<file path="src/rtl/multi_timer.sv">
// rtl/multi_timer.sv - multi-channel timer with FREE/PWM/ONESHOT modes
// Optional terminal-count flags enabled by defining MULTI_TIMER_IRQ_EN.
module multi_timer #(
    parameter int CHANNELS = 4,
    parameter int WIDTH    = 16,
    parameter int PRESCALE = 1,
    localparam int AW      = $clog2(CHANNELS) + 2
) (
    input  logic                CLK,
    input  logic                RESET,
    input  logic                wr_en,
    input  logic [AW-1:0]       wr_addr,
    input  logic [WIDTH-1:0]    wr_data,
    input  logic [AW-1:0]       rd_addr,
    output logic [WIDTH-1:0]    rd_data,
    output logic [CHANNELS-1:0] tc_oc,
    output logic [CHANNELS-1:0] tc_int
);

    localparam int PW = (PRESCALE > 1) ? $clog2(PRESCALE) : 1;

    typedef enum logic [1:0] {
        MODE_FREE    = 2'd0,
        MODE_PWM     = 2'd1,
        MODE_ONESHOT = 2'd2,
        MODE_RSVD    = 2'd3
    } mode_e;

    logic [PW-1:0]       pre_q, pre_d;
    logic                tick;
    logic [CHANNELS-1:0] en_q, en_d;
    logic [CHANNELS-1:0] oc_q, oc_d;
    mode_e               mode_q [CHANNELS];
    mode_e               mode_d [CHANNELS];
    logic [WIDTH-1:0]    top_q  [CHANNELS];
    logic [WIDTH-1:0]    top_d  [CHANNELS];
    logic [WIDTH-1:0]    cmp_q  [CHANNELS];
    logic [WIDTH-1:0]    cmp_d  [CHANNELS];
    logic [WIDTH-1:0]    cnt_q  [CHANNELS];
    logic [WIDTH-1:0]    cnt_d  [CHANNELS];
    logic [WIDTH-1:0]    nxt_cnt[CHANNELS];
    logic [CHANNELS-1:0] term;
    logic [CHANNELS-1:0] term_ev;
    logic [CHANNELS-1:0] int_clr;
    logic [WIDTH-1:0]    rd_data_q, rd_data_d;
    logic [AW-1:0]       wr_ch, rd_ch;

    assign wr_ch = wr_addr >> 2;
    assign rd_ch = rd_addr >> 2;

    assign tick  = (pre_q == PW'(PRESCALE - 1));
    assign pre_d = tick ? '0 : pre_q + 1'b1;

    // ">=" rather than "==" so a TOP written below cnt still wraps on the next tick
    always_comb begin
        for (int i = 0; i < CHANNELS; i++) begin
            term[i]    = (cnt_q[i] >= top_q[i]);
            nxt_cnt[i] = term[i] ? '0 : cnt_q[i] + 1'b1;
        end
    end

    always_comb begin
        en_d    = en_q;
        oc_d    = oc_q;
        mode_d  = mode_q;
        top_d   = top_q;
        cmp_d   = cmp_q;
        cnt_d   = cnt_q;
        term_ev = '0;
        int_clr = '0;
        for (int i = 0; i < CHANNELS; i++) begin
            if (tick && en_q[i]) begin
                case (mode_q[i])
                    MODE_FREE: begin
                        cnt_d[i]   = nxt_cnt[i];
                        term_ev[i] = term[i];
                        if (cnt_q[i] == cmp_q[i]) oc_d[i] = ~oc_q[i];
                    end
                    MODE_PWM: begin
                        cnt_d[i]   = nxt_cnt[i];
                        term_ev[i] = term[i];
                        oc_d[i]    = (nxt_cnt[i] < cmp_q[i]);
                    end
                    MODE_ONESHOT: begin
                        cnt_d[i]   = nxt_cnt[i];
                        term_ev[i] = term[i];
                        oc_d[i]    = ~term[i];
                        if (term[i]) en_d[i] = 1'b0;
                    end
                    default: oc_d[i] = 1'b0;
                endcase
            end
            // Register writes land after the tick update so they override it
            if (wr_en && (wr_ch == AW'(i))) begin
                case (wr_addr[1:0])
                    2'd0: begin
                        en_d[i]    = wr_data[0];
                        mode_d[i]  = mode_e'(wr_data[2:1]);
                        int_clr[i] = wr_data[7];
                        if (mode_e'(wr_data[2:1]) != mode_q[i]) begin
                            cnt_d[i] = '0;
                            oc_d[i]  = 1'b0;
                        end
                    end
                    2'd1:    top_d[i] = wr_data;
                    2'd2:    cmp_d[i] = wr_data;
                    default: ;
                endcase
            end
        end
    end

    always_comb begin
        rd_data_d = '0;
        for (int i = 0; i < CHANNELS; i++) begin
            if (rd_ch == AW'(i)) begin
                case (rd_addr[1:0])
                    2'd0:    rd_data_d = WIDTH'({mode_d[i], en_d[i]});
                    2'd1:    rd_data_d = top_d[i];
                    2'd2:    rd_data_d = cmp_d[i];
                    default: rd_data_d = cnt_d[i];
                endcase
            end
        end
    end

    always_ff @(posedge CLK) begin
        if (RESET) begin
            pre_q     <= '0;
            en_q      <= '0;
            oc_q      <= '0;
            mode_q    <= '{default: MODE_FREE};
            top_q     <= '{default: '0};
            cmp_q     <= '{default: '0};
            cnt_q     <= '{default: '0};
            rd_data_q <= '0;
        end else begin
            pre_q     <= pre_d;
            en_q      <= en_d;
            oc_q      <= oc_d;
            mode_q    <= mode_d;
            top_q     <= top_d;
            cmp_q     <= cmp_d;
            cnt_q     <= cnt_d;
            rd_data_q <= rd_data_d;
        end
    end

    assign rd_data = rd_data_q;
    assign tc_oc   = oc_q;

`ifdef MULTI_TIMER_IRQ_EN
    logic [CHANNELS-1:0] int_q, int_d;
    logic                unused_bits;

    assign int_d = term_ev | (int_q & ~int_clr);

    always_ff @(posedge CLK) begin
        if (RESET) int_q <= '0;
        else       int_q <= int_d;
    end

    assign tc_int      = int_q;
    assign unused_bits = ^wr_data[WIDTH-1:3];
`else
    logic unused_bits;

    assign tc_int      = '0;
    assign unused_bits = ^{wr_data[WIDTH-1:3], term_ev, int_clr};
`endif

endmodule

</file>
<file path="config.mk">
export PLATFORM = sky130hd
export DESIGN_NAME = multi_timer
export DESIGN_NICKNAME = d
export VERILOG_FILES = /design/src/rtl/multi_timer.sv
export SDC_FILE = /design/constraint.sdc
export NUM_CORES = 1
export LEC_CHECK = 0
export CORE_UTILIZATION = 55
export CTS_CLUSTER_SIZE = 20
export DETAILED_ROUTE_END_ITERATION = 12
export PLACE_DENSITY = 0.8
export SLEW_MARGIN = 20
export SYNTH_ARGS = -nofsm -noshare
export SYNTH_HDL_FRONTEND = slang
export SYNTH_SLANG_ARGS = --single-unit
</file>
<file path="constraint.sdc">
create_clock -name CLK -period 4.05 [get_ports CLK]
set_clock_uncertainty 0.1 [all_clocks]
set_input_delay 0.81 -clock CLK [delete_from_list [all_inputs] [get_ports CLK]]
set_output_delay 0.81 -clock CLK [all_outputs]
set_load 0.05 [all_outputs]
</file>
== Word-level counts from Yosys, hierarchy flattened ==
Cells that the tools add are included.

* Flip-flop bits (word level): 225

* Add/subtract/negate cells: 5
* Bitwise logic cells: 9
* Reduce and logical (&&, ||, !) cells: 21
* Magnitude comparators: 8
* Mux-type cells: 100
* Equal/unequal tests: 26

{| class="wikitable"
|+ Operators by type and width
! operator !! count
|-
| $mux W16 || 44
|-
| $pmux W16 S3 || 4
|-
| $add A16 B1 Y16 const B || 4
|-
| $eq A16 B16 Y1 || 4
|-
| $ge A16 B16 Y1 || 4
|-
| $lt A16 B16 Y1 || 4
|-
| $mux W1 || 40
|-
| $eq A2 B2 Y1 const B || 10
|-
| $eq A2 B1 Y1 const B || 8
|-
| $mux W2 || 8
|-
| $logic_not A2 Y1 || 6
|-
| $pmux W1 S3 || 4
|-
| $reduce_or A3 Y1 || 4
|-
| $not A1 Y1 || 9
|-
| $logic_and A1 B1 Y1 || 8
|-
| $logic_not A4 Y1 || 2
|-
| $ne A2 B2 Y1 || 4
|-
| $reduce_or A2 Y1 || 1
|-
| $add A1 B1 Y1 const B || 1
|}

== Longest topological paths before layout ==
Gate-level depths: netlist of run 1.

* Depth in word-level cells: 12
* Gate-level depth with buffers: 18
* Mapped depth without buffers: 16

== Worst setup path after synthesis of run 1 ==
No wires, ideal clock.

* Kind: reg2reg
* Start: register cnt_q[32] (netlist name)
* End: register oc_q[1], in the netlist tc_oc[1]
* Library setup time: 74 ps
* Path buffers: 2
* Setup slack: 514 ps
* Clock period less this slack: 3536 ps
* Arrival time: 3362 ps
* Stages on the path, launching flop included: 19
* Cell sequence: dfxtp_1 inv_1 ha_1 nand2b_4 a2111o_1 a311oi_2 nand2_1 clkbuf_1 clkbuf_1 nor2_1 ha_1 a21o_1 a21oi_1 nor2b_1 o21ai_0 nand2b_1 a21oi_1 o221ai_1 o21ai_0

* Cells in the longest elaborated chain, start to end: 8

{| class="wikitable"
|+ RTL lines
! element !! RTL line !! source
|-
| start: declaration || 39 || <nowiki>logic [WIDTH-1:0] cnt_q [CHANNELS];</nowiki>
|-
| start signal: assignment || 144 || <nowiki>cnt_q <= cnt_d;</nowiki>
|-
| $add A16 B1 Y16 or $ge A16 B16 Y1 (tied branches) || 58, 57 ||
|-
| $mux W16 || 58 || <nowiki>nxt_cnt[i] = term[i] ? '0 : cnt_q[i] + 1'b1;</nowiki>
|-
| $lt A16 B16 Y1 || 82 || <nowiki>oc_d[i] = (nxt_cnt[i] < cmp_q[i]);</nowiki>
|-
| $pmux W1 S3 (*) || 73 || <nowiki>case (mode_q[i])</nowiki>
|-
| $mux W1 (*) || 72 || <nowiki>if (tick && en_q[i]) begin</nowiki>
|-
| $mux W1 || 100 || <nowiki>if (mode_e'(wr_data[2:1]) != mode_q[i]) begin</nowiki>
|-
| $mux W1 || 95 || <nowiki>case (wr_addr[1:0])</nowiki>
|-
| $mux W1 (*) || 94 || <nowiki>if (wr_en && (wr_ch == AW'(i))) begin</nowiki>
|-
| end signal: assignment || 131 || <nowiki>oc_q <= '0;</nowiki>
|-
| end signal: assignment || 140 || <nowiki>oc_q <= oc_d;</nowiki>
|-
| end: declaration || 32 || <nowiki>logic [CHANNELS-1:0] oc_q, oc_d;</nowiki>
|}

Every way passes the cells marked *; elsewhere a longest branch is shown, timed or not.
A chain may end at the register's enable or synchronous reset.

== Worst setup path in the final report of run 1 ==
* Start: register cnt_q[0] (netlist name)
* End: register oc_q[3], in the netlist tc_oc[3]

Same word-level chain as after synthesis.

==> results of run 1 <==
registers in the layout, summed over array words and instances, names as in the netlist:
signal and flops:
cnt_q 64, en_q 4, pre_q 1, top_q 64
cmp_q 64, tc_oc 4, mode_q 8, rd_data 16
routing by layer:
layer	vias up	share of wire (%)
li1	7821	-
met1	8205	40
met2	1210	42
met3	249	12
met4	2	6.1
met5	-	0.016
layout make-up:
class,count,area share [%]
multi-input cells,1689,57.6
clock inverters,7,0.496
inverters,146,2.98
well taps,384,2.61
flip-flops and latches,225,24.5
repair buffers,160,7.41
clock buffers,42,4.41
critical path, stage by stage (launching register included):
cell	delay [ps]
dfxtp_1	340
inv_1	90
ha_1	270
nand2b_1	140
a2111o_1	410
a31oi_1	520
a21oi_2	150
buf_4	210
nor2_1	120
ha_1	250
a21o_1	160
a21o_1	170
a21oi_1	250
o2111a_1	250
nand2_1	60
o221ai_1	130
kinds of logic after synthesis:
group                    after synthesis  share of synthesized area (%)
buffers and inverters                299                           7.22
adder cells (fa/ha/maj)              128                           9.86
flip-flops                           225                           27.7
multiplexers                          51                           3.17
XOR/XNOR                             122                           6.58
AND/OR/NAND/NOR                      792                           22.7
AO/OA/AOI/OAI                        591                           22.7
other                                  1                         0.0231
stage by stage:
| step | setup WS (ps) | hold slack [ps] |
|---|---|---|
| floorplan | 514 | 336 |
| CTS | 278 | 362 |
| detailed placement | 189 | 355 |
| global route | 69.5 | 401 |
| global placement | 193 | 347 |
| finish | 336 | 368 |
synth_stat cells (16+ instances only):
library cell	instances	area (um2)
a211oi_1	20	150
a21o_1	27	203
a21oi_1	248	1240
a31oi_1	27	169
and2_1	28	175
and3_1	20	125
buf_1	17	63.8
clkbuf_1	110	413
dfxtp_1	225	4500
ha_1	128	1600
inv_1	145	544
mux2i_1	47	470
nand2_1	160	601
nand2b_1	20	125
nand3_1	53	265
nand4_1	29	181
nor2_1	337	1260
nor2b_1	27	169
nor3_1	35	175
nor4_1	24	150
o21ai_0	93	465
o221ai_1	20	175
o22ai_1	37	231
or3_1	16	100
xnor2_1	52	455
xor2_1	70	613
power groups by stage:
stage	logic, mW	registers [mW]	clock network, mW
after detailed placement	0.662	2.31	0
after global routing	0.727	2.26	2.61
after CTS	0.665	2.26	2.51
after floorplan	0.374	2.33	0
final	0.698	2.26	2.54
after global placement	0.659	2.31	0
how the worst max path moves through the flow:
stage,endpoint,startpoint
5_1_grt,tc_oc[2],cnt_q[16]
3_5_place_dp,rd_data[14],wr_addr[2]
3_3_place_gp,rd_data[14],wr_en
2_1_floorplan,tc_oc[1],cnt_q[32]
6_report,tc_oc[3],cnt_q[0]
4_1_cts,tc_oc[2],cnt_q[16]
==> run_results.csv, run 1 <==
group,metric,value,unit
placement,io_buffer_count,46,
clock_network,clkTransAtPathRegs,70,ps
setup_path,cp.required,4420,ps
power_and_ir_drop,p_switching,1.55,mW
synth,synthesis.area,0.0162,mm2
synth,synth_edf_count,0,
route,drc,0,
setup_path,start_kind,"flop",
global_route,grt_use_met1,54.9,%
global_route,overflow,0,
timing,fmax,269,MHz
floorplanning,die-area,0.0302,mm2
synth,synth.avg_cell_area,7.35,um2
placement,dp_hpwl,48200,um
route,route.vias.total,17500,
placement,gp_congestion,1.11,
power_and_ir_drop,internal-power,3.96,mW
route,viasPerCell,6.59,
synth,yosysSeqAreaShare,27.7,%
finish,nets,2404,
min_path,min_path_type,"reg2reg",
setup_path,r2r-end,"tc_oc[3]",
floorplanning,die_w,174,um
clock_network,cts_setup_buffers,0,
setup_path,cp_max_fo,10,
route,wl,63600,um
setup_path,cp-end-kind,"flop",
setup_path,worstSetupPathType,"reg2reg",
timing,setup_viol,0,
synth,ys_ff_latch,225,
finish,final_area,0.0184,mm2
finish,multi_input_area,0.0106,mm2
synth,synth_ff_type,"dfxtp_1",
power_and_ir_drop,sw_frac_of_total,28.2,%
floorplanning,die_h,174,um
clock_network,clock_latency,560,ps
clock_network,cts_buffers,27,
finish,final_cell_mix,"nor2_1, a21oi_1, dfxtp_1, nand2_1, inv_1",
clock_network,cts_tree,"done",
route,drtAntennaViolNets,0,
power_and_ir_drop,power_density,299,mW/mm2
route,dr.pass1.iters,6,
timing,max_slew_margin,37.7,%
synth,yosysWarnings,0,
global_route,grt_use_met2,61.6,%
clock_network,htreeDepth,1,
placement,placed_cells,2604,
timing,finalCriticalPeriod,3710,ps
finish,drive_above_1_share,8.55,%
floorplanning,rows,62,
timing,finalSetupTns,0,ps
power_and_ir_drop,pwr-share-clk,46.2,%
synth,async_flop_share,0,%
run,max_cap_violations,0,
finish,syn_to_final_growth,13.3,%
setup_path,rrSetupSlack,340,ps
clock_network,clock_path_buffers,3,
global_route,use_met3,9.67,%
finish,utilization,63.8,%
clock_network,numClockSinks,225,
clock_network,cts_resized,0,
timing,tightest_slew,931,ps
timing,hold_viol,0,
synth,netlist_instances,2209,
min_path,hold_depth,2,
global_route,grt_pass1_wl,96200,um
global_route,grt_pass1_vias,16000,
finish,fill_cells,2591,
finish,final_common_cell,"nor2_1",
placement,postPlaceCellArea,0.0175,mm2
timing,rsz0062_at_grt,"false",
floorplanning,io_pins,51,
clock_network,cts_root_buf,"clkbuf_16",
global_route,top_usage_layer,"met2",
synth,post_synth_num_cell_types,85,
global_route,track_usage,41.2,%
power_and_ir_drop,leakage,7.36,nW
min_path,worstHoldEndpoint,"top_q[50]",
floorplanning,start_util,56.3,%
setup_path,arrival,4080,ps
setup_path,r2r_start,"cnt_q[0]",
global_route,antenna_found_initial,1,
min_path,min_from,"top_q[50]",
power_and_ir_drop,pwr-share-seq,41.1,%
power_and_ir_drop,comb_power_share,12.7,%
floorplanning,core,0.0289,mm2
finish,regArea,0.00451,mm2
clock_network,postCtsHoldBufs,0,
timing,period_share,91.7,%
setup_path,r2r_cells,15,
power_and_ir_drop,irDropWorstVdd,0.000571,V
outcome,status,"finished, final reports clean",
global_route,grt_max_degree,135,
finish,diodes,0,
route,wl_per_cell,24.0,um
finish,instances_no_fill,2653,
route,drt_iter0_markers,2611,
timing,slew_viol_final,0,
power_and_ir_drop,finalPower,5.51,mW
No activity file was read; power rests on OpenSTA's default activity.
==> run 2, diff against run 1 <==
--- a/config.mk
+++ b/config.mk
@@ -9,7 +9,6 @@
 export CTS_CLUSTER_SIZE = 20
 export DETAILED_ROUTE_END_ITERATION = 12
 export PLACE_DENSITY = 0.8
-export SLEW_MARGIN = 20
 export SYNTH_ARGS = -nofsm -noshare
 export SYNTH_HDL_FRONTEND = slang
 export SYNTH_SLANG_ARGS = --single-unit
==> results of run 2 <==
No change in the layout: final DEF, timing and power equal those of run 1.
==> run 3, diff against run 2 <==
--- a/config.mk
+++ b/config.mk
@@ -6,6 +6,7 @@
 export NUM_CORES = 1
 export LEC_CHECK = 0
 export CORE_UTILIZATION = 55
+export CTS_CLUSTER_DIAMETER = 200
 export CTS_CLUSTER_SIZE = 20
 export DETAILED_ROUTE_END_ITERATION = 12
 export PLACE_DENSITY = 0.8
==> run_results.csv, run 3 (synthesis results as in run 1) <==
group,metric,value,unit
setup_path,cp_max_fo,9,
setup_path,start_kind,"flop",
clock_network,htreeDepth,1,
power_and_ir_drop,irDropWorstVdd,0.000391,V
finish,top_regs,"cmp_q: 64 flops, cnt_q: 64 flops, top_q: 64 flops",
route,wl_per_cell,23.9,um
setup_path,cp.required,4350,ps
setup_path,arrival,4000,ps
outcome,status,"finished, final reports clean",
floorplanning,start_util,56.3,%
global_route,overflow,0,
clock_network,cts_setup_buffers,0,
finish,diodes,0,
timing,max_slew_margin,39.1,%
route,drt_iter0_markers,2398,
clock_network,cts_buffers,15,
timing,slew_viol_final,0,
timing,tightest_slew,910,ps
floorplanning,rows,62,
finish,nets,2392,
timing,setup_slack,348,ps
placement,post-place-ws,189,ps
floorplanning,die_h,174,um
route,drc,0,
clock_network,cts_root_buf,"clkbuf_16",
global_route,track_usage,40.6,%
clock_network,cts_tree,"done",
route,dr.pass1.iters,8,
route,route.vias.total,17300,
placement,io_buffer_count,46,
power_and_ir_drop,power_density,252,mW/mm2
timing,finalSetupTns,0,ps
finish,final_cell_mix,"nor2_1, a21oi_1, dfxtp_1, nand2_1, inv_1",
timing,finalCriticalPeriod,3700,ps
timing,finalHoldWorstSlack,370,ps
timing,hold_viol,0,
setup_path,cp-end-kind,"flop",
global_route,antenna_found_initial,2,
clock_network,clock_latency,520,ps
placement,gp_congestion,1.11,
power_and_ir_drop,leakage,7.12,nW
global_route,grt_max_degree,135,
clock_network,clkTransAtPathRegs,90,ps
route,drtAntennaViolNets,0,
route,viasPerCell,6.58,
setup_path,worstSetupPathType,"reg2reg",
finish,drive_above_1_share,7.55,%
route,wl,62700,um
floorplanning,die_w,174,um
timing,fmax,270,MHz
floorplanning,io_pins,51,
finish,syn_to_final_growth,10.2,%
global_route,grt_pass1_vias,15800,
min_path,min_path_type,"reg2reg",
clock_network,numClockSinks,225,
finish,final_common_cell,"nor2_1",
global_route,grt_pass1_wl,94900,um
timing,setup_viol,0,
clock_network,clock_path_buffers,3,
placement,dp_hpwl,48200,um
setup_path,rrSetupSlack,350,ps
floorplanning,die-area,0.0302,mm2
run,max_cap_violations,0,
floorplanning,core,0.0289,mm2
timing,period_share,91.4,%
timing,rsz0062_at_grt,"false",
[run 3: path summary, 6_finish.rpt]
| check | from | to | depth (start not counted) |
|---|---|---|---|
| worst min-delay path | top_q[50] | top_q[50] | 2 |
| worst min register to register | top_q[50] | top_q[50] | 2 |
| worst max-delay path | cnt_q[16] | rd_data[12] | 11 |
| worst max register to register | cnt_q[16] | rd_data[12] | 11 |
[run 3: critical path, cell delays in order (launching register included)]
cell and delay, ps:
dfxtp_2 410, inv_1 60, ha_1 260, nand2b_1 140
a2111oi_1 450, o32a_1 280, buf_4 180, nand2_1 250
o31ai_1 570, a21oi_1 290, buf_4 230, nor4bb_1 370
[run 3: area by class of cell]
type	instances	area [um2]
clock inverters	2	25.0
well taps	384	480
multi-input cells	1689	10600
clock buffers	15	375
flip-flops and latches	225	4510
fillers	2656	11000
repair buffers	160	1360
inverters	146	548
[run 3: report_power, final]
part / internal [mW] / switching, mW / total, mW / leakage (nW)
combinational: 0.218 / 0.478 / 0.697 / 5.10
clock: 0.682 / 0.865 / 1.55 / 0.197
sequential: 2.24 / 0.0247 / 2.26 / 1.82
total: 3.14 / 1.37 / 4.51 / 7.12
[run 3: stage by stage]
stage / power (mW) / instance area (um2) / util, % / instances
3_3_place_gp: 2.97 / 17500 / 60.6 / 2604
6_report: 4.51 / 17900 / 62.0 / 2621
4_1_cts: 4.47 / 17900 / 62.0 / 2621
3_5_place_dp: 2.97 / 17500 / 60.6 / 2604
2_1_floorplan: 2.70 / 16300 / - / 2213
5_1_grt: 4.59 / 17900 / 62.0 / 2621
[run 3: layer usage]
metal	global-route usage, %	share of wire, %	vias to the layer above
met5	0	0.048	-
met4	20.2	5.9	4
met3	9.19	12	264
met2	61.1	42	1154
met1	54.4	40	8042
li1	-	-	7787
[run 3: repair_timing]
action	4_1_cts	5_1_grt
hold buffers	0	0
gates resized for setup	0	3
endpoints found under the hold margin	0	0
setup endpoints to repair	0	1
